### config.mk
export PLATFORM = sky130hd
export DESIGN_NAME = mem_port_arbiter
export DESIGN_NICKNAME = d
export VERILOG_FILES = /design/src/rtl/mem_arb_pkg.sv /design/src/rtl/mem_port_arbiter.sv
export SDC_FILE = /design/constraint.sdc
export NUM_CORES = 1
export LEC_CHECK = 0
export CORE_MARGIN = 3
export CORE_UTILIZATION = 39
export DETAILED_ROUTE_END_ITERATION = 8
export GPL_TIMING_DRIVEN = 0
export PLACE_DENSITY = 0.86
export SKIP_CTS_REPAIR_TIMING = 1
export SLEW_MARGIN = 20
export SYNTH_ARGS = -nofsm -noshare
export SYNTH_HDL_FRONTEND = slang
export SYNTH_SLANG_ARGS = --single-unit
### constraint.sdc
create_clock -name clk -period 2.6 [get_ports clk]
set_input_delay 0.39 -clock clk [delete_from_list [all_inputs] [get_ports clk]]
set_output_delay 0.39 -clock clk [all_outputs]
set_load 0.02 [all_outputs]
### src/rtl/mem_arb_pkg.sv
// rtl/mem_arb_pkg.sv - shared types and constants for the memory port arbiter
//
// Purpose: state encoding of the arbiter FSM and the owner encodings, which
// double as the IorD address-mux select values driven on sel.
package mem_arb_pkg;

  typedef enum logic [1:0] {
    IDLE   = 2'd0,
    ACCESS = 2'd1,
    WAIT   = 2'd2
  } state_t;

  // Owner encodings; these are also the values driven on sel.
  localparam logic OWNER_IF   = 1'b0;
  localparam logic OWNER_DATA = 1'b1;

  // Width of the latency down-counter (MEM_LATENCY up to 15).
  localparam int CNT_W = 4;

endpackage

### src/rtl/mem_port_arbiter.sv
// rtl/mem_port_arbiter.sv - round-robin arbiter for the shared fetch/data memory port
//
// Purpose: shares one memory port between instruction fetch and load/store.
// A winning request is latched in IDLE, strobed to memory in ACCESS, and
// completed after MEM_LATENCY cycles with an rvalid pulse to its owner.
//
// Ports:
//   clk, rst               clock, synchronous active-high reset
//   if_req/if_addr         fetch request and address
//   if_gnt/if_rvalid       fetch grant and completion pulses
//   d_req/d_we/d_addr/d_wdata  data request, store flag, address, store data
//   d_gnt/d_rvalid         data grant and completion pulses
//   rdata                  read return (follows mem_rdata)
//   mem_addr/mem_wdata     registered memory address and store data
//   mem_re/mem_we          one-cycle read/write strobes
//   mem_rdata              memory read data
//   sel                    IorD select: 0 = fetch, 1 = data; holds current owner
module mem_port_arbiter
  import mem_arb_pkg::*;
#(
  parameter int DATA_LENGTH = 32,
  parameter int ADDR_LENGTH = 32,
  parameter int MEM_LATENCY = 1
) (
  input  logic                   clk,
  input  logic                   rst,
  input  logic                   if_req,
  input  logic [ADDR_LENGTH-1:0] if_addr,
  output logic                   if_gnt,
  output logic                   if_rvalid,
  input  logic                   d_req,
  input  logic                   d_we,
  input  logic [ADDR_LENGTH-1:0] d_addr,
  input  logic [DATA_LENGTH-1:0] d_wdata,
  output logic                   d_gnt,
  output logic                   d_rvalid,
  output logic [DATA_LENGTH-1:0] rdata,
  output logic [ADDR_LENGTH-1:0] mem_addr,
  output logic [DATA_LENGTH-1:0] mem_wdata,
  output logic                   mem_re,
  output logic                   mem_we,
  input  logic [DATA_LENGTH-1:0] mem_rdata,
  output logic                   sel
);

  localparam logic [CNT_W-1:0] LAT_M1 = CNT_W'(MEM_LATENCY - 1);

  state_t                 r_state;
  logic                   r_last_served;
  logic [CNT_W-1:0]       r_cnt;
  logic                   r_if_gnt;
  logic                   r_d_gnt;
  logic                   r_if_rvalid;
  logic                   r_d_rvalid;
  logic                   r_mem_re;
  logic                   r_mem_we;
  logic                   r_sel;
  logic [ADDR_LENGTH-1:0] r_mem_addr;
  logic [DATA_LENGTH-1:0] r_mem_wdata;

  logic w_any_req;
  logic w_pick_data;

  // Data wins when it is the only requester, or on a tie when fetch was
  // served last.
  assign w_any_req   = if_req | d_req;
  assign w_pick_data = d_req & (~if_req | (r_last_served == OWNER_IF));

  always_ff @(posedge clk) begin
    if (rst) begin
      r_state       <= IDLE;
      r_last_served <= OWNER_DATA;
      r_cnt         <= '0;
      r_if_gnt      <= 1'b0;
      r_d_gnt       <= 1'b0;
      r_if_rvalid   <= 1'b0;
      r_d_rvalid    <= 1'b0;
      r_mem_re      <= 1'b0;
      r_mem_we      <= 1'b0;
      r_sel         <= OWNER_IF;
      r_mem_addr    <= '0;
      r_mem_wdata   <= '0;
    end else begin
      // Pulse outputs default low; each is raised for exactly one cycle.
      r_if_gnt    <= 1'b0;
      r_d_gnt     <= 1'b0;
      r_if_rvalid <= 1'b0;
      r_d_rvalid  <= 1'b0;
      r_mem_re    <= 1'b0;
      r_mem_we    <= 1'b0;
      case (r_state)
        IDLE: begin
          if (w_any_req) begin
            r_sel         <= w_pick_data;
            r_last_served <= w_pick_data;
            r_state       <= ACCESS;
            if (w_pick_data) begin
              r_mem_addr <= d_addr;
              r_d_gnt    <= 1'b1;
              if (d_we) begin
                r_mem_we    <= 1'b1;
                r_mem_wdata <= d_wdata;
              end else begin
                r_mem_re <= 1'b1;
              end
            end else begin
              r_mem_addr <= if_addr;
              r_if_gnt   <= 1'b1;
              r_mem_re   <= 1'b1;
            end
          end
        end
        ACCESS: begin
          r_cnt   <= LAT_M1;
          r_state <= WAIT;
          // rvalid is registered, so it is raised on the edge that makes
          // cnt reach zero; with latency 1 that is this edge.
          if (LAT_M1 == '0) begin
            r_if_rvalid <= (r_sel == OWNER_IF);
            r_d_rvalid  <= (r_sel == OWNER_DATA);
          end
        end
        WAIT: begin
          if (r_cnt != '0) begin
            r_cnt <= r_cnt - CNT_W'(1);
            if (r_cnt == CNT_W'(1)) begin
              r_if_rvalid <= (r_sel == OWNER_IF);
              r_d_rvalid  <= (r_sel == OWNER_DATA);
            end
          end else begin
            r_state <= IDLE;
          end
        end
        default: r_state <= IDLE;
      endcase
    end
  end

  assign if_gnt    = r_if_gnt;
  assign d_gnt     = r_d_gnt;
  assign if_rvalid = r_if_rvalid;
  assign d_rvalid  = r_d_rvalid;
  assign mem_re    = r_mem_re;
  assign mem_we    = r_mem_we;
  assign sel       = r_sel;
  assign mem_addr  = r_mem_addr;
  assign mem_wdata = r_mem_wdata;
  assign rdata     = mem_rdata;

endmodule

**Word-level counts from Yosys, hierarchy flattened**

Cells that the tools add are included.

- Multiplexer cells: 17
- Equality and inequality tests: 6
- Reductions and logical operators: 9
- Bitwise gates (word level): 9
- Add/sub/neg operators: 1

Operators by type and width:

| kind | number |
|---|---|
| 32-bit 2-to-1 mux | 1 |
| 1-bit 2-to-1 mux | 9 |
| 4-bit one-hot mux with 2 select lines | 1 |
| 2-bit != test, second input constant | 3 |
| 1-bit inverter | 6 |
| 2-bit one-hot mux with 3 select lines | 1 |
| 2-bit AND reduction | 3 |
| 4-bit by 1-bit == test with 1-bit output, second input constant | 1 |
| 2-bit 2-to-1 mux | 2 |
| 4-bit 2-to-1 mux | 1 |
| 1-bit one-hot mux with 2 select lines | 2 |
| 4-bit AND reduction | 1 |
| 4-bit nonzero test | 1 |
| 4-bit OR reduction | 1 |
| 4-bit by 1-bit subtractor with 4-bit output, second input constant | 1 |
| 3-bit OR reduction | 1 |
| 2-bit by 1-bit == test with 1-bit output, second input constant | 1 |
| 2-bit == test, second input constant | 1 |
| 2-bit zero test | 1 |
| 1-bit bitwise OR | 2 |
| 2-bit nonzero test | 1 |
| 1-bit AND | 1 |

- Input bits: 133
- Output and inout bits: 103
- Word-level logic and storage cells: 54
- Flip-flop bits (word level): 78

**Depth between registers and ports, before layout**

Gate-level depths: netlist of run 1.

- Depth in word-level cells: 5
- Mapped depth: 7

**Worst setup path before layout of run 1**

No wires, ideal clock.

- Kind: register to register
- Start point: register r_cnt[0]
- End point: register r_cnt[3]
- Arrival: 1.456 ns
- Buffers on the path: 0
- Setup slack: 1.064 ns
- Library setup time: 0.080 ns
- Cell stages (with the launch flop): 6
- Clock period less this slack: 1.536 ns
- Path through: dfxtp_1 inv_1 ha_1 nor3b_1 or4_1 a211oi_2

- Cells in the longest elaborated chain, start to end: 3
- Elaborated cells on any way between the ends: 6
- Classes of those cells: add/sub (1); eq/ne (1); mux (2); reduce/logical (2)

Ends and longest elaborated chain:

| item | RTL line | source |
|---|---|---|
| start, declared | mem_port_arbiter.sv:50 | `logic [CNT_W-1:0] r_cnt;` |
| start signal, assigned | mem_port_arbiter.sv:125 | `r_cnt <= r_cnt - CNT_W'(1);` |
| 4-bit by 1-bit subtractor with 4-bit output or 4-bit nonzero test (tied branches) | mem_port_arbiter.sv:125, mem_port_arbiter.sv:124 |  |
| 4-bit 2-to-1 mux or 2-bit != test (tied branches) | - |  |
| 4-bit one-hot mux with 2 select lines or 2-bit AND reduction (tied branches) | - |  |

Parallel ways exist; a longest one is shown, timed or not. The select of a mux whose other input is x is not followed.
A chain may end at the register's enable or synchronous reset.

**Worst setup path after layout of run 1**

- Start point: input port d_req
- End point: register r_mem_wdata[27] (netlist: mem_wdata[27])

- Cells in the longest elaborated chain, start to end: 2
- Elaborated cells on any way between the ends: 3
- Classes of those cells: bitwise (2); reduce/logical (1)

Ends and longest elaborated chain:

| item | RTL line | source |
|---|---|---|
| start, declared | mem_port_arbiter.sv:31 | `input logic d_req,` |
| 1-bit bitwise OR or 1-bit AND (tied branches) | mem_port_arbiter.sv:66, mem_port_arbiter.sv:67 |  |
| 4-bit AND reduction (no line) * | - |  |
| end signal, assigned | mem_port_arbiter.sv:102 | `r_mem_wdata <= d_wdata;` |
| end, declared | mem_port_arbiter.sv:59 | `logic [DATA_LENGTH-1:0] r_mem_wdata;` |

Mark *: on every way between the ends. The rest lies on a longest branch, timed or not.

==> results.py, run 1 <==
metrics = {
    "synthesis": {
        "synth_top_family_by_area": "compound AO/OA/AOI/OAI gates",
        "synth_xor_area_share_pct": 0,
        "muxShareOfSynthArea_pct": 0.547,
        "yosysWarnings": 0,
        "netlist_top_cells_area": "dfxtp_1 43%, a311oi_1 7.7%, buf_4 7.4%",
        "synth_cell_types": 36,
        "synth-adder-area-share_pct": 2.74,
        "synth_area_mm2": 0.00366,
        "synthCells": 436,
        "yosys-top-cells-count": "78 x dfxtp_1, 66 x nand2_1, 36 x buf_4",
        "synth_nets": 577,
        "yosysTopAreaCell": "dfxtp_1",
        "async_flop_share_pct": 0,
        "synth-main-ff-cell": "dfxtp_1",
        "synthSimpleGateAreaFrac_pct": 19.3,
        "yosysMostFrequentCell": "dfxtp_1",
        "synth-seq-area-share_pct": 42.7,
        "synth.avg_cell_area_um2": 8.39,
        "synth_compound_area_share_pct": 22.0,
        "synth_edf_count": 0,
        "yosysTopAreaCellShare_pct": 42.7,
        "synth-seq-cells": 78,
    },
    "placement": {
        "portBuffers": 201,
        "dp_slack_ns": 0.379,
        "place_area_mm2": 0.00581,
        "gp_congestion": 0.857,
        "dp_hpwl_um": 9640,
        "dp.cells": 745,
    },
    "grt": {
        "antenna_found_initial": 0,
        "grt_pass1_wl_um": 19300,
        "grt_pass1_vias": 4027,
        "grt-ovfl-total": 0,
        "grt_max_degree": 14,
        "gr-usage-all-layers_pct": 23.0,
    },
    "finish": {
        "n_antenna_cell": 0,
        "utilization_pct": 67.1,
        "synthToLayoutAreaGrowth_pct": 63.8,
        "finalNonFillerCells": 760,
        "final_area_mm2": 0.00599,
        "drive_gt1_share_pct": 10.3,
        "fillers": 721,
        "fin_nets": 789,
    },
    "power_and_ir_drop": {
        "clkPwrFrac_pct": 25.4,
        "fin_total_pwr_mw": 3.44,
        "combPwrFrac_pct": 34.4,
        "p_sw_mw": 1.14,
        "power_density_mw_per_mm2": 574,
        "total_leakage_power_nw": 2.25,
        "switching_share_pct": 33.0,
        "p_int_mw": 2.30,
        "p_seq_share_pct": 40.1,
        "worst_ir_drop_vdd_v": 0.000274,
    },
    "critical_path": {
        "crit_chain": "clkdlybuf4s50_1 -> a21boi_1 -> buf_2 -> buf_4 -> nand4_1 -> a21oi_1",
        "cpLargestDelayFamily": "buffers and inverters",
        "cp_slowest_cell": "clkdlybuf4s50_1",
        "required_ns": 2.85,
        "cpPeakStageDelay_ns": 0.57,
        "critPathKind": "in -> reg",
        "crit_path_start_kind": "input pin",
        "worst-endpoint-arrival_ns": 2.15,
        "path_max_fanout": 10,
        "crit_buf_inv": 3,
        "crit_path_end_kind": "register",
    },
    "cts": {
        "cts_buffer_depth": 2,
        "clkLatencyLatePin_ns": 0.34,
        "cts_tree": "yes",
        "numCtsBuffers": 9,
        "cts.sinks": 78,
        "htree_levels": 3,
        "clock-root-buffer": "clkbuf_8",
        "path_clk_slew_ns": 0.08,
    },
    "drt": {
        "avgRoutedWirePerCell_um": 16.7,
        "viasPerCell": 5.42,
        "drtAntennaViolNets": 0,
        "num_vias": 4116,
        "drt_wl_total_um": 12700,
        "drc": 0,
        "first_pass_iters": 5,
        "drtIter0Drc": 190,
    },
    "sta": {
        "fin_crit_ns": 1.90,
        "tns_ns": 0,
        "setup_viol": 0,
        "min_period_over_period_pct": 73.0,
        "holdWs_ns": 0.454,
        "max_freq_ghz": 0.527,
        "tightest_slew_ns": 0.568,
        "skew_ns": 0.00812,
        "drv_slew": 0,
        "slew_headroom_pct": 62.1,
        "hold_viol": 0,
        "rsz0062_at_grt": "false",
        "worst_slack_ns": 0.703,
    },
    "run_status": {
        "outcome": "finished clean",
    },
    "flow_run": {
        "max_cap_violations": 0,
    },
    "floorplanning": {
        "core_mm2": 0.00893,
        "die_y_um": 103,
        "initial_core_util_pct": 41.0,
        "rows": 34,
        "die_area_mm2": 0.0106,
        "dieWidth_um": 103,
        "ios": 236,
    },
    "worst_hold_path": {
        "worstHoldPathType": "in -> reg",
    },
}
==> final timing paths <==
kind                             startpoint                          to  slack, ns  cells past startpoint
hold reg to reg   mem_wdata[3]$_SDFFE_PP0P_   mem_wdata[3]$_SDFFE_PP0P_       0.48                      2
setup / recovery                      d_req  mem_wdata[27]$_SDFFE_PP0P_       0.70                      6
setup reg to reg    r_state[0]$_SDFFE_PP0P_  mem_wdata[27]$_SDFFE_PP0P_       0.73                      7
hold / removal                         d_we  mem_wdata[22]$_SDFFE_PP0P_       0.45                      3
==> area by class of cell <==
type                    count  area (µm²)  share of cell area, %
plain buffers              76         437                   7.28
clock buffers               9         124                   2.07
clock inverters             6        63.8                   1.06
inverters                   8        30.0                  0.501
multi-input cells         274        1630                   27.2
flip-flops and latches     78        1560                   26.0
well taps                 108         135                   2.25
repair buffers            201        2010                   33.6
==> tightest hold or removal path: cells and delay by family <==
| kind | cells | cell delay [ns] |
|---|---|---|
| buffers and inverters | 1 | 0.16 |
| AND/OR/NAND/NOR | 1 | 0.13 |
| AO/OA/AOI/OAI | 1 | 0.06 |
==> layer usage <==
metal	global-route usage (%)	part of all wire, %
met5	0	0
met4	8.76	2.6
met3	3.92	8.1
met2	40.2	50
met1	28.3	39
==> cells in the final DEF, fill, tap and decap left out, types with 3 or more instances in the layout <==
| cell | instances |
|---|---|
| inv_1 | 8 |
| nand2_1 | 66 |
| ha_1 | 8 |
| nor2_1 | 34 |
| dfxtp_1 | 78 |
| nand4_1 | 32 |
| buf_1 | 5 |
| nand2b_1 | 5 |
| a311oi_1 | 32 |
| a21oi_1 | 35 |
| clkbuf_1 | 22 |
| buf_2 | 13 |
| o31ai_1 | 32 |
| clkbuf_8 | 9 |
| clkdlybuf4s50_1 | 201 |
| buf_4 | 36 |
| o21ai_0 | 3 |
==> registers in the layout, indices dropped and copies added (netlist names), 2 cells and up <==
| register | count |
|---|---|
| r_state | 2 |
| mem_wdata | 32 |
| mem_addr | 32 |
| r_cnt | 4 |
==> kinds of logic after synthesis <==
group	Yosys count
buffers and inverters	84
DFF	78
AOI/OAI and AO/OA	113
muxes	2
and+or+nand+nor	151
adders and majority gates	8
==> power groups by stage <==
stage,clock network (mW),logic (mW),registers [mW]
finish,0.876,1.19,1.38
global route,0.943,1.28,1.39
CTS,0.897,1.19,1.38
detailed placement,0,1.18,1.41
global placement,0,1.16,1.40
floorplan,0,0.482,1.54
No activity file was read; power rests on OpenSTA's default activity.
==> inputs of run 2 (changes only) <==
--- a/config.mk
+++ b/config.mk
@@ -6,10 +6,10 @@
 export NUM_CORES = 1
 export LEC_CHECK = 0
 export CORE_MARGIN = 3
-export CORE_UTILIZATION = 39
+export CORE_UTILIZATION = 37
 export DETAILED_ROUTE_END_ITERATION = 8
 export GPL_TIMING_DRIVEN = 0
-export PLACE_DENSITY = 0.86
+export PLACE_DENSITY = 0.82
 export SKIP_CTS_REPAIR_TIMING = 1
 export SLEW_MARGIN = 20
 export SYNTH_ARGS = -nofsm -noshare
==> constraint.sdc (replaced) <==
create_clock -name clk -period 1.75 [get_ports clk]
set_input_delay 0.2625 -clock clk [delete_from_list [all_inputs] [get_ports clk]]
set_output_delay 0.2625 -clock clk [all_outputs]
set_load 0.02 [all_outputs]
==> results.py, run 2 (synthesis gave the netlist of run 1 again) <==
metrics = {
    "sta": {
        "fin_crit_ns": 1.71,
        "slew_headroom_pct": 63.1,
        "tightest_slew_ns": 0.553,
        "setup_viol": 0,
        "rsz0062_at_grt": "true",
        "holdWs_ns": 0.310,
        "skew_ns": 0.00937,
        "tns_ns": 0,
        "max_freq_ghz": 0.584,
        "hold_viol": 0,
        "worst_slack_ns": 0.0368,
        "min_period_over_period_pct": 97.9,
        "drv_slew": 0,
    },
    "finish": {
        "n_antenna_cell": 0,
        "fillers": 798,
        "synthToLayoutAreaGrowth_pct": 65.8,
        "layout_common_cells": "201 x clkdlybuf4s50_1, 78 x dfxtp_1, 66 x nand2_1, 40 x buf_4, 35 x a21oi_1",
        "drive_gt1_share_pct": 12.8,
        "fin_nets": 790,
        "layout.cells.most_common": "clkdlybuf4s50_1",
        "finalNonFillerCells": 783,
        "final_area_mm2": 0.00607,
        "utilization_pct": 64.4,
    },
    "power_and_ir_drop": {
        "power_density_mw_per_mm2": 829,
        "combPwrFrac_pct": 35.9,
        "fin_total_pwr_mw": 5.03,
        "clkPwrFrac_pct": 23.2,
        "p_seq_share_pct": 40.9,
        "p_int_mw": 3.32,
        "total_leakage_power_nw": 2.27,
        "switching_share_pct": 33.9,
        "worst_ir_drop_vdd_v": 0.000411,
        "p_sw_mw": 1.70,
    },
    "flow_run": {
        "max_cap_violations": 0,
    },
    "placement": {
        "portBuffers": 201,
        "place_area_mm2": 0.00583,
        "dp_hpwl_um": 9710,
        "dp.cells": 766,
        "gp_congestion": 0.795,
        "dp_slack_ns": -0.310,
    },
    "floorplanning": {
        "die_area_mm2": 0.0111,
        "ios": 236,
        "core_mm2": 0.00942,
        "rows": 35,
        "initial_core_util_pct": 38.9,
        "dieWidth_um": 105,
        "die_y_um": 105,
    },
    "drt": {
        "drtAntennaViolNets": 0,
        "drc": 0,
        "avgRoutedWirePerCell_um": 16.0,
        "first_pass_iters": 4,
        "num_vias": 4085,
        "viasPerCell": 5.22,
        "drt_wl_total_um": 12500,
        "drtIter0Drc": 160,
    },
    "critical_path": {
        "ff2ff_path_depth": 5,
        "crit_chain": "inv_1 -> ha_1 -> inv_1 -> or4_1 -> a211oi_2",
        "cpPeakStageDelay_ns": 0.54,
        "crit_path_start_kind": "register",
        "path_max_fanout": 7,
        "required_ns": 2.01,
        "crit_top_cell": "inv_1",
        "critPathKind": "reg -> reg",
        "crit_path_end_kind": "register",
        "worst-endpoint-arrival_ns": 1.98,
        "r2r-start": "r_state[0]$_SDFFE_PP0P_",
        "cp_slowest_cell": "or4_1",
        "crit_start": "r_state[0]$_SDFFE_PP0P_",
    },
    "cts": {
        "cts.sinks": 78,
        "cts_buffer_depth": 2,
        "cts_tree": "yes",
        "clkLatencyLatePin_ns": 0.34,
        "numCtsBuffers": 9,
        "htree_levels": 3,
        "path_clk_slew_ns": 0.08,
        "clock-root-buffer": "clkbuf_8",
    },
    "worst_hold_path": {
        "hp-start": "d_we",
        "hold_depth": 3,
        "worstHoldPathType": "in -> reg",
    },
    "grt": {
        "grt_pass1_wl_um": 19800,
        "gr-usage-all-layers_pct": 21.7,
        "grt-ovfl-total": 0,
        "antenna_found_initial": 0,
        "grt_pass1_vias": 4102,
        "grt_max_degree": 14,
    },
    "run_status": {
        "outcome": "finished clean",
    },
}
==> run 2: path summary, 6_finish.rpt <==
kind,end,slack [ns]
hold / removal,mem_wdata[22]$_SDFFE_PP0P_,0.31
setup reg to reg,r_cnt[3]$_SDFFE_PP0P_,0.04
setup / recovery,r_cnt[3]$_SDFFE_PP0P_,0.04
hold reg to reg,mem_wdata[11]$_SDFFE_PP0P_,0.47
==> run 2: cell type report <==
| class | count | area [µm²] | share of cell area, % |
|---|---|---|---|
| Multi-Input combinational cell | 274 | 1660 | 27.4 |
| Tap cell | 129 | 161 | 2.66 |
| Sequential cell | 78 | 1560 | 25.7 |
| Buffer | 76 | 464 | 7.65 |
| Timing Repair Buffer | 202 | 2020 | 33.3 |
| Clock inverter | 6 | 38.8 | 0.639 |
| Clock buffer | 10 | 128 | 2.10 |
| Inverter | 8 | 33.8 | 0.557 |
==> run 2: routing by layer <==
metal / vias to the layer above / part of all wire [%] / track usage, % / wire (µm)
li1: 1969 / - / - / -
met1: 1906 / 39 / 26.3 / 4860
met2: 186 / 51 / 37.0 / 6360
met3: 24 / 7.8 / 5.76 / 976
met4: 0 / 2.4 / 7.69 / 294
met5: - / 0 / 0 / 0
==> run 2: worst max-delay path, delay by kind of cell (launching register included) <==
family	cells	cell delay (ns)
flops	1	0.35
buf+inv	2	0.27
compound gates	1	0.22
fa+ha+maj	1	0.27
simple gates	1	0.54
==> run 2: power groups by stage <==
stage	Combinational (mW)	Sequential [mW]	Clock [mW]
CTS	1.76	2.05	1.20
detailed placement	1.75	2.09	0
floorplan	0.716	2.29	0
global route	1.94	2.08	1.29
finish	1.81	2.05	1.17
global placement	1.72	2.09	0
==> inputs of run 3 (changes only) <==
--- a/config.mk
+++ b/config.mk
@@ -7,6 +7,7 @@
 export LEC_CHECK = 0
 export CORE_MARGIN = 3
 export CORE_UTILIZATION = 37
+export CTS_CLUSTER_SIZE = 16
 export DETAILED_ROUTE_END_ITERATION = 8
 export GPL_TIMING_DRIVEN = 0
 export PLACE_DENSITY = 0.82
==> results of run 3 <==
The final DEF is identical to that of run 2; final timing and power are the same.
